### src/rtl/pixel_out_framer.sv
// Output framer: buffers the contrast pixel stream in a small FIFO, tags frame
// position markers and presents pixels on a valid/ready interface.
module pixel_out_framer #(
    parameter int unsigned PIX_W = 24,
    parameter int unsigned DEPTH = 8,
    parameter int unsigned DIM_W = 12
) (
    input  logic                     clk,
    input  logic                     resetN,
    input  logic                     start,
    input  logic [DIM_W-1:0]         img_width,
    input  logic [DIM_W-1:0]         img_height,
    input  logic                     in_valid,
    input  logic [PIX_W-1:0]         in_pixel,
    output logic                     out_valid,
    input  logic                     out_ready,
    output logic [PIX_W-1:0]         out_pixel,
    output logic                     out_sof,
    output logic                     out_eol,
    output logic                     out_eof,
    output logic [$clog2(DEPTH):0]   fifo_level,
    output logic                     overflow,
    output logic                     busy,
    output logic                     frame_done
);

    localparam int unsigned AW    = $clog2(DEPTH);
    localparam int unsigned ENT_W = PIX_W + 3;
    localparam logic [AW:0]        P_ONE   = {{AW{1'b0}}, 1'b1};
    localparam logic [DIM_W-1:0]   DIM_ONE = {{(DIM_W-1){1'b0}}, 1'b1};

    typedef enum logic [1:0] {IDLE, ACTIVE, DRAIN} state_t;

    state_t state_q;
    state_t state_d;

    logic [ENT_W-1:0] mem [DEPTH];
    logic [AW:0]      wr_ptr;
    logic [AW:0]      rd_ptr;
    logic [ENT_W-1:0] head;
    logic             empty;
    logic             full;
    logic             rd_en;
    logic             wr_en;
    logic             drop;
    logic             accept_start;
    logic             zero_start;
    logic             done_d;

    logic [DIM_W-1:0] w_lat;
    logic [DIM_W-1:0] h_lat;
    logic [DIM_W-1:0] w_last;
    logic [DIM_W-1:0] h_last;
    logic [DIM_W-1:0] col;
    logic [DIM_W-1:0] row;
    logic             tag_sof;
    logic             tag_eol;
    logic             tag_eof;

    // Extra MSB on the pointers separates full (MSBs differ) from empty.
    assign empty = (wr_ptr == rd_ptr);
    assign full  = (wr_ptr[AW] != rd_ptr[AW]) && (wr_ptr[AW-1:0] == rd_ptr[AW-1:0]);
    assign head  = mem[rd_ptr[AW-1:0]];

    assign out_valid = !empty;
    assign rd_en     = out_valid && out_ready;
    assign out_pixel = out_valid ? head[PIX_W-1:0] : '0;
    assign out_sof   = out_valid && head[PIX_W];
    assign out_eol   = out_valid && head[PIX_W+1];
    assign out_eof   = out_valid && head[PIX_W+2];
    assign busy      = (state_q != IDLE);

    assign w_last  = w_lat - DIM_ONE;
    assign h_last  = h_lat - DIM_ONE;
    assign tag_sof = (col == '0) && (row == '0);
    assign tag_eol = (col == w_last);
    assign tag_eof = tag_eol && (row == h_last);

    always_ff @(posedge clk) begin
        if (!resetN) state_q <= IDLE;
        else         state_q <= state_d;
    end

    always_comb begin
        state_d      = state_q;
        wr_en        = 1'b0;
        drop         = 1'b0;
        accept_start = 1'b0;
        zero_start   = 1'b0;
        done_d       = 1'b0;
        unique case (state_q)
            IDLE: begin
                if (start) begin
                    if ((img_width != '0) && (img_height != '0)) begin
                        accept_start = 1'b1;
                        state_d      = ACTIVE;
                    end else begin
                        zero_start = 1'b1;
                        done_d     = 1'b1;
                    end
                end
            end
            ACTIVE: begin
                // A full FIFO still accepts when the head leaves in the same cycle.
                if (in_valid) begin
                    if (!full || rd_en) begin
                        wr_en = 1'b1;
                        if (tag_eof) state_d = DRAIN;
                    end else begin
                        drop = 1'b1;
                    end
                end
            end
            DRAIN: begin
                if (rd_en && head[PIX_W+2]) begin
                    state_d = IDLE;
                    done_d  = 1'b1;
                end
            end
            default: state_d = IDLE;
        endcase
    end

    always_ff @(posedge clk) begin
        if (!resetN) begin
            w_lat      <= '0;
            h_lat      <= '0;
            col        <= '0;
            row        <= '0;
            overflow   <= 1'b0;
            frame_done <= 1'b0;
        end else begin
            frame_done <= done_d;
            if (accept_start) begin
                w_lat    <= img_width;
                h_lat    <= img_height;
                col      <= '0;
                row      <= '0;
                overflow <= 1'b0;
            end else if (zero_start) begin
                overflow <= 1'b0;
            end
            if (drop) overflow <= 1'b1;
            if (wr_en) begin
                if (tag_eol) begin
                    col <= '0;
                    row <= row + DIM_ONE;
                end else begin
                    col <= col + DIM_ONE;
                end
            end
        end
    end

    always_ff @(posedge clk) begin
        if (!resetN) begin
            wr_ptr     <= '0;
            rd_ptr     <= '0;
            fifo_level <= '0;
        end else begin
            if (wr_en) wr_ptr <= wr_ptr + P_ONE;
            if (rd_en) rd_ptr <= rd_ptr + P_ONE;
            case ({wr_en, rd_en})
                2'b10:   fifo_level <= fifo_level + P_ONE;
                2'b01:   fifo_level <= fifo_level - P_ONE;
                default: fifo_level <= fifo_level;
            endcase
        end
    end

    always_ff @(posedge clk) begin
        if (wr_en) mem[wr_ptr[AW-1:0]] <= {tag_eof, tag_eol, tag_sof, in_pixel};
    end

endmodule

### config.mk
export PLATFORM = sky130hd
export DESIGN_NAME = pixel_out_framer
export DESIGN_NICKNAME = d
export VERILOG_FILES = /design/src/rtl/pixel_out_framer.sv
export SDC_FILE = /design/constraint.sdc
export NUM_CORES = 1
export LEC_CHECK = 0
export CAP_MARGIN = 20
export CORE_MARGIN = 10
export CORE_UTILIZATION = 53
export DETAILED_ROUTE_END_ITERATION = 10
export PLACE_DENSITY = 0.72
export SETUP_SLACK_MARGIN = 0.15
export SLEW_MARGIN = 20
export SYNTH_ARGS = -nofsm -noshare
export SYNTH_HDL_FRONTEND = slang
export SYNTH_SLANG_ARGS = --single-unit
### constraint.sdc
create_clock -name clk -period 6.5 [get_ports clk]
set_input_delay 1.95 -clock clk [delete_from_list [all_inputs] [get_ports clk]]
set_output_delay 1.95 -clock clk [all_outputs]
set_load 0.01 [all_outputs]
# Word-level counts from Yosys, hierarchy flattened
# Memories as Yosys holds them, arrays and structs flattened. A register that Yosys moved wholly into a read port is not among the register bits.
# Index checks and enable logic that the tools add are counted.
# word_totals
ff_bits	64
rom_bits	0
wordCells	92
mem_bits_rw	216
inputBits	53
memories	1
latch_bits	0
# op_classes
n_eq_ne	15
reduce_logical	22
n_addsub	8
mux	36
n_lt_le_gt_ge	0
multipliers	0
n_div	0
shifts	0
bitwise	0
# mem_list
name	words	width	read_ports	rd_clocked_by_memory_dff	write_ports	line_no	text
mem	8	27	1	1	1	37	logic [ENT_W-1:0] mem [DEPTH];
# ops
op	n
$mux W12	6
$add A12 B1 Y12 const B	2
$eq A12 B12 Y1	2
$logic_not A12 Y1	2
$mux W24	1
$reduce_bool A12 Y1	2
$sub A12 B1 Y12 const B	2
$mux W1	18
$add A4 B1 Y4 const B	3
$mux W2	6
$ne A2 B2 Y1 const B	6
$logic_and A1 B1 Y1	9
$pmux W4 S2	1
$mux W3	2
$pmux W2 S3	1
$reduce_and A6 Y1	1
$reduce_bool A2 Y1	3
$eq A2 B1 Y1 const B	2
$eq A2 B2 Y1 const B	2
$eq A4 B4 Y1	1
$sub A4 B1 Y4 const B	1
$eq A3 B3 Y1	1
$reduce_bool A3 Y1	1
$logic_not A1 Y1	2
other kinds (4)	4

# Depth between registers and ports, before layout
# Gate-level depths: netlist (run 1).
# logic_depth
ltp_word	9
mapped_depth	14
depth_no_buf	11

# Least setup slack after synthesis (run 1)
# Ideal clock, no wire load.
# synth_path
path_type	input port to flip-flop
startpoint	input port in_valid
endpoint	memory mem[2][0] (netlist bit) (enable)
path_slack_ns	0.142
n_path_buf	2
setup_time_ns	0.489
cell_stages	6
arrival_time_ns	5.868
cell_sequence	nor2b_1 o311a_1 clkbuf_1 clkinv_1 clkbuf_1 nor4b_1
# synth_between
elab_chain_len	4
# synth_rtl
element	line_no	text
from (decl)	13	input logic in_valid,
$mux W1	105	if (in_valid) begin
$mux W1	91	unique case (state_q)
$mux W1	172	if (wr_en) mem[wr_ptr[AW-1:0]] <= {tag_eof, tag_eol, tag_sof, in_pixel};
$mux W1 (implied by the code)	172	
to (decl)	37	
# No other way between the ends.

==> results.md, run 1 <==
- IO Pins: 88
- Slew Limit Headroom: 0.2922
- Grt ovf: 0
- Initial drt markers: 540
- Full die area: 29660 um2
- Net Count, Synth: 901
- Total power: 4224 uW
- Clock Skew: 0.02087 ns
- Largest net degree at the start of global routing: 54
- Setup TNS: 0 ns
- FF+latch count, synth: 283
- Fin area: 14490 um2
- Leakage power total: 0.004763 uW
- Clk buf depth: 3
- Detailed-route DRC error count: 0
- Setup bufs post-CTS: 0
- Ys flop type: edfxtp_1
- Initial antenna violation count: 0
- First-pass DRT Iterations: 4
- Routed Wire Length: 24.90 mm
- WL per Instance: 20.41 um
- Ranking of synthesized cells by area: edfxtp_1, dfxtp_1, mux4_2, mux2i_1, nor2_1
- Synth Instances: 836
- Final min period: 5.091 ns
- First-pass GRT wire length: 39.54 mm
- CTS clk-pin slew, worst paths: 0.06 ns
- RSZ-0062 raised after global routing: false
- Inst Count DP: 1168
- Synthesis Warnings: 0
- Vias in the first global route: 7251
- CTS resizes: 0
- Area growth syn-to-layout: 17.97%
- Count leader, synth: edfxtp_1
- Worst Path Required: 4.55 ns
- CP Max Fanout: 47
- Power per Cell Area: 291.6 nW/um2
- Hold Crit Class: reg -> reg
- Final setup fails: 0
- Slew Limit Fails: 0
- FF-to-FF setup slack: 2.85 ns
- Crit. End Element: output port
- Fmax: 196.4 MHz
- Number of fill cells: 1629
- Syn_area_per_cell: 14.69 um2
- Die H: 172.2 um
- Nets: 978
- Initial Utilization: 0.5407
- CTS buffer count: 28
- Worst EP arrival: 3.14 ns
- Total Routing Usage GR: 0.1694
- Hold violation total from the final report: 0
- Worst setup SP type: flip-flop
- Die width: 172.2 um
- Critical path class: reg -> out
- # hold bufs at CTS: 0
- DRT antenna net count: 0
- Ant diodes: 0
- Max Cap Violations: 0
- Final Cycle Share: 0.7833
- EDFF count, synth: 216
- Root Buffer: clkbuf_16
- Layout cell share with drive strength beyond 1: 0.1551
- Clock latency on the worst-skew pair: 0.54 ns
- Post-synthesis cell type count: 68
- FP Rows: 55
- Post-DP Area: 13460 um2
- Cell taking the most area after synthesis: edfxtp_1
- Area of the mapped netlist: 12280 um2
- Top cell type's share of synthesized area: 0.5282
- Via/cell ratio: 5.889
- Post-DP HPWL: 15.02 mm
- Tightest Pin Transition: 1.062 ns
- Register area share after synthesis: 0.6375
- Status: complete, no violations
- Routability cong.: 0.7876
- Core area: 22710 um2
- FFs w/ async S/R, synth: 0
- I/O Buffers: 87
- TritonCTS clock tree: built
- Htree depth: 1
- Top post-synthesis cells by count: edfxtp_1, nor2_1, dfxtp_1
- Peak supply drop: 0.0002121 V
- # clock sinks: 283
- Via Count: 7184
- Final std cells w/o fill: 1220
[logic make-up (layout without fill, tap and decap cells)]
kind of cell | count (synthesis) | in the layout | synth area share
and+or+nand+nor | 227 | 227 | 0.09772
xor gates and xnor gates | 51 | 51 | 0.03638
muxes | 106 | 106 | 0.1414
DFF | 283 | 283 | 0.6375
AOI/OAI and AO/OA | 86 | 86 | 0.05013
adders and majority gates | 12 | 12 | 0.01284
buffers and inverters | 71 | 170 | 0.02405
[per-layer routing]
metal  track usage  share of wire
met1        0.2276           0.44
met2        0.2838           0.49
met3       0.02554          0.058
met4       0.04160          0.018
met5             0              0
[registers in the layout, summed over array words and instances, names as in the netlist, named ones only]
register	count
fifo_level	4
overflow	1
row	12
w_lat	12
wr_ptr	4
col	12
frame_done	1
rd_ptr	4
mem	216
h_lat	12
state_q	2
[placed cells by master (no fill, tap or decap), types with 6 or more instances in the layout]
cell type / instances
a21oi_1: 27
and3_1: 9
buf_4: 13
bufinv_16: 7
clkbuf_16: 28
clkdlybuf4s50_1: 87
clkinv_2: 6
dfxtp_1: 64
edfxtp_1: 216
ha_1: 11
inv_1: 15
mux2i_1: 52
mux4_2: 54
nand2_1: 23
nand2b_1: 6
nand3_1: 23
nand4_1: 8
nor2_1: 81
nor3_1: 13
nor3b_1: 6
nor4_1: 11
o21ai_0: 11
or3_1: 6
xnor2_1: 26
xor2_1: 25
[area by class of cell]
type / count / area, um2 / share of cell area
Tap cell: 285 / 356.6 / 0.02462
Clock buffer: 30 / 718.2 / 0.04958
Timing Repair Buffer: 101 / 988.4 / 0.06823
Clock inverter: 22 / 306.5 / 0.02116
Sequential cell: 283 / 7834 / 0.5408
Multi-Input combinational cell: 482 / 4219 / 0.2912
Inverter: 17 / 63.81 / 0.004405
[critical path, stage by stage, from the launching register on]
cell	delay (ns)
dfxtp_4	0.97
buf_4	0.36
mux4_2	0.52
mux2i_1	0.15
nor2_1	0.07
clkdlybuf4s50_1	0.50
[path summary, 6_finish.rpt]
check,start,to,cells past startpoint
setup reg to reg,wr_ptr[0],fifo_level[3],11
hold reg to reg,overflow,overflow,2
hold / removal,overflow,overflow,2
setup / recovery,flip-flop,out_pixel[23],5
[power by group]
part           total, uW  internal, uW  switching (uW)  leakage, uW
sequential          2030          1970            57.7      0.00246
combinational        448           241             207      0.00181
clock               1750          1080             668     0.000492
[stage by stage]
stage	hold WS [ns]	worst slack, ns	util
3_3_place_gp	0.4440	1.356	0.5925
2_1_floorplan	0.4761	0.4147	-
6_report	0.4610	1.409	0.6379
4_1_cts	0.4685	1.290	0.6376
3_5_place_dp	0.4544	1.284	0.5925
5_1_grt	0.5003	1.134	0.6379
Note: power is estimated with default switching activity, not from simulation.
==> inputs of run 2 (changes only) <==
--- a/config.mk
+++ b/config.mk
@@ -7,9 +7,9 @@
 export LEC_CHECK = 0
 export CAP_MARGIN = 20
 export CORE_MARGIN = 10
-export CORE_UTILIZATION = 53
+export CORE_UTILIZATION = 59
 export DETAILED_ROUTE_END_ITERATION = 10
-export PLACE_DENSITY = 0.72
+export PLACE_DENSITY = 0.76
 export SETUP_SLACK_MARGIN = 0.15
 export SLEW_MARGIN = 20
 export SYNTH_ARGS = -nofsm -noshare
==> constraint.sdc (replaced) <==
create_clock -name clk -period 4.9 [get_ports clk]
set_input_delay 1.47 -clock clk [delete_from_list [all_inputs] [get_ports clk]]
set_output_delay 1.47 -clock clk [all_outputs]
set_load 0.01 [all_outputs]
==> results.md, run 2 (synthesis gave the netlist of run 1 again) <==
- R2R Path End: state_q[0]
- First-pass GRT wire length: 41.46 mm (+4.9%)
- Leakage power total: 0.004744 uW (-0.41%)
- R2R Path Start: w_lat[0]
- DRT antenna net count: 0 (unchanged)
- Post-DP HPWL: 16.08 mm (+7.1%)
- Tightest Pin Transition: 0.8532 ns (-0.2085 ns)
- RSZ-0062 raised after global routing: false
- Setup bufs post-CTS: 0 (unchanged)
- Largest net degree at the start of global routing: 55 (+1.9%)
- Slew Limit Headroom: 0.4269 (+0.1347)
- Slowest CP cell: dfxtp_1
- Fin Hold WS: 0.4632 ns (+0.002145 ns)
- Nets: 981 (+0.31%)
- Crit. End Element: output port
- Crit-path max cell delay: 0.65 ns (-0.32 ns)
- Die H: 164.3 um (-4.6%)
- WL per Instance: 21.84 um (+7.0%)
- Area growth syn-to-layout: 17.56%
- Hold Crit Class: reg -> reg
- Routed Wire Length: 26.37 mm (+5.9%)
- Critical Path Start: wr_ptr[0]
- CTS clk-pin slew, worst paths: 0.06 ns (about the same)
- Clock Skew: 0.008616 ns (-0.01226 ns)
- Max Cap Violations: 0 (unchanged)
- Clk buf depth: 3 (unchanged)
- Ant diodes: 0 (unchanged)
- Power per Cell Area: 376.0 nW/um2 (+29%)
- # hold bufs at CTS: 0 (unchanged)
- Slew Limit Fails: 0 (unchanged)
- Grt ovf: 0 (unchanged)
- Initial antenna violation count: 0 (unchanged)
- Vias in the first global route: 7723 (+6.5%)
- Clock latency on the worst-skew pair: 0.53 ns (about the same)
- Hold violation total from the final report: 0 (unchanged)
- First-pass DRT Iterations: 6 (+2)
- Via Count: 7380 (+2.7%)
- Status: complete, no violations
- Die width: 164.3 um (-4.6%)
- Via/cell ratio: 6.114 (+3.8%)
- Final Core Density: 0.7088 (+0.07093)
- CTS resizes: 0 (unchanged)
- Full die area: 26980 um2 (-9.0%)
- Routability cong.: 0.8942 (+14%)
- Most frequent cells in the layout: edfxtp_1, clkdlybuf4s50_1, nor2_1
- Commonest non-fill, non-tap cell in the layout: edfxtp_1
- IO Pins: 88 (unchanged)
- Critical Path Stages: 6 (+1)
- CTS buffer count: 28 (unchanged)
- FP Rows: 52 (-5.5%)
- Inst Count DP: 1156 (-1.0%)
- # clock sinks: 283 (unchanged)
- CP top delay family: buffers and inverters
- Initial drt markers: 675 (+25%)
- Total power: 5427 uW (+28%)
- Total Routing Usage GR: 0.1938 (+0.02448)
- TritonCTS clock tree: built
- Core area: 20360 um2 (-10%)
- Initial Utilization: 0.6030 (+0.06226)
- I/O Buffers: 87 (unchanged)
- Detailed-route DRC error count: 0 (unchanged)
- Setup TNS: 0 ns (unchanged)
- Worst EP arrival: 2.90 ns (-0.24 ns)
- Crit path cell chain: xnor2_1, nand3_1, nor2b_2, buf_4, nor2_1, clkdlybuf4s50_1
- Final setup fails: 0 (unchanged)
- Final std cells w/o fill: 1207 (-1.1%)
- Worst Path Required: 3.43 ns (-1.12 ns)
- CP Max Fanout: 28 (-40%)
- Final Cycle Share: 0.8926
- Final min period: 4.374 ns
- R2R depth: 9 (-2)
- Worst setup SP type: flip-flop
- Peak supply drop: 0.0002440 V (+15%)
- Htree depth: 1 (unchanged)
- CP bufs+invs: 2 (unchanged)
- Root Buffer: clkbuf_16
- Layout cell share with drive strength beyond 1: 0.1558 (+0.0007362)
- FF-to-FF setup slack: 1.65 ns (-1.20 ns)
- Worst Setup EP: out_eof
- Critical path class: reg -> out
- Fmax: 228.6 MHz
- Max reg flops: 216 (unchanged)
-- run 2: changes by cell type in the layout (fill, tap and decap cells not counted), sizes merged --
cell      delta
buf          +3
clkinv       +2
clkbuf       +1
inv          +1
bufinv       -4
clkinvlp     -1
-- run 2: metal layers --
metal  routed length, um  vias up  GRT usage  share of wire
met5                   0        -          0              0
met3                1666       39    0.03154          0.063
li1                    -     3382          -              -
met2               13870      238     0.3470           0.53
met4                 525        0    0.05971          0.020
met1               10300     3721     0.2350           0.39
-- run 2: area by class of cell --
type                       count  area, um2
multi-input combinational    482       4239
tap                          270      337.8
inverter                      17      63.81
fill                        1283       5929
sequential                   283       7834
clock inverter                20      191.4
timing repair buffer         104       1036
clock buffer                  31      733.2
-- run 2: worst min path at each step --
stage | from | to | slack, ns | cells after the start
after floorplan | overflow | overflow | 0.48 | 2
after global placement | overflow | overflow | 0.44 | 2
after detailed placement | overflow | overflow | 0.46 | 2
after CTS | overflow | overflow | 0.47 | 2
after global routing | overflow | overflow | 0.49 | 2
final | overflow | overflow | 0.46 | 2
-- run 2: worst register-to-register path: stages, from the launching register on --
cell	delay, ns
dfxtp_1	0.35
inv_1	0.07
ha_1	0.30
or4b_1	0.62
a2111oi_0	0.43
o32ai_1	0.17
o21ai_2	0.25
and3_4	0.38
o2111a_1	0.45
a21oi_1	0.12
-- run 2: through the flow --
stage	area (um2)	worst slack, ns
floorplan	12300	0.1662
global placement	13500	0.7482
detailed placement	13500	0.6767
CTS	14430	0.5423
global route	14440	0.4406
finish	14440	0.5264
-- run 2: power by group --
part / internal [uW] / total [uW] / leakage (uW) / switching, uW
logic: 326 / 642 / 0.00183 / 317
clock network: 1240 / 2120 / 0.000451 / 885
registers: 2610 / 2660 / 0.00246 / 47.9
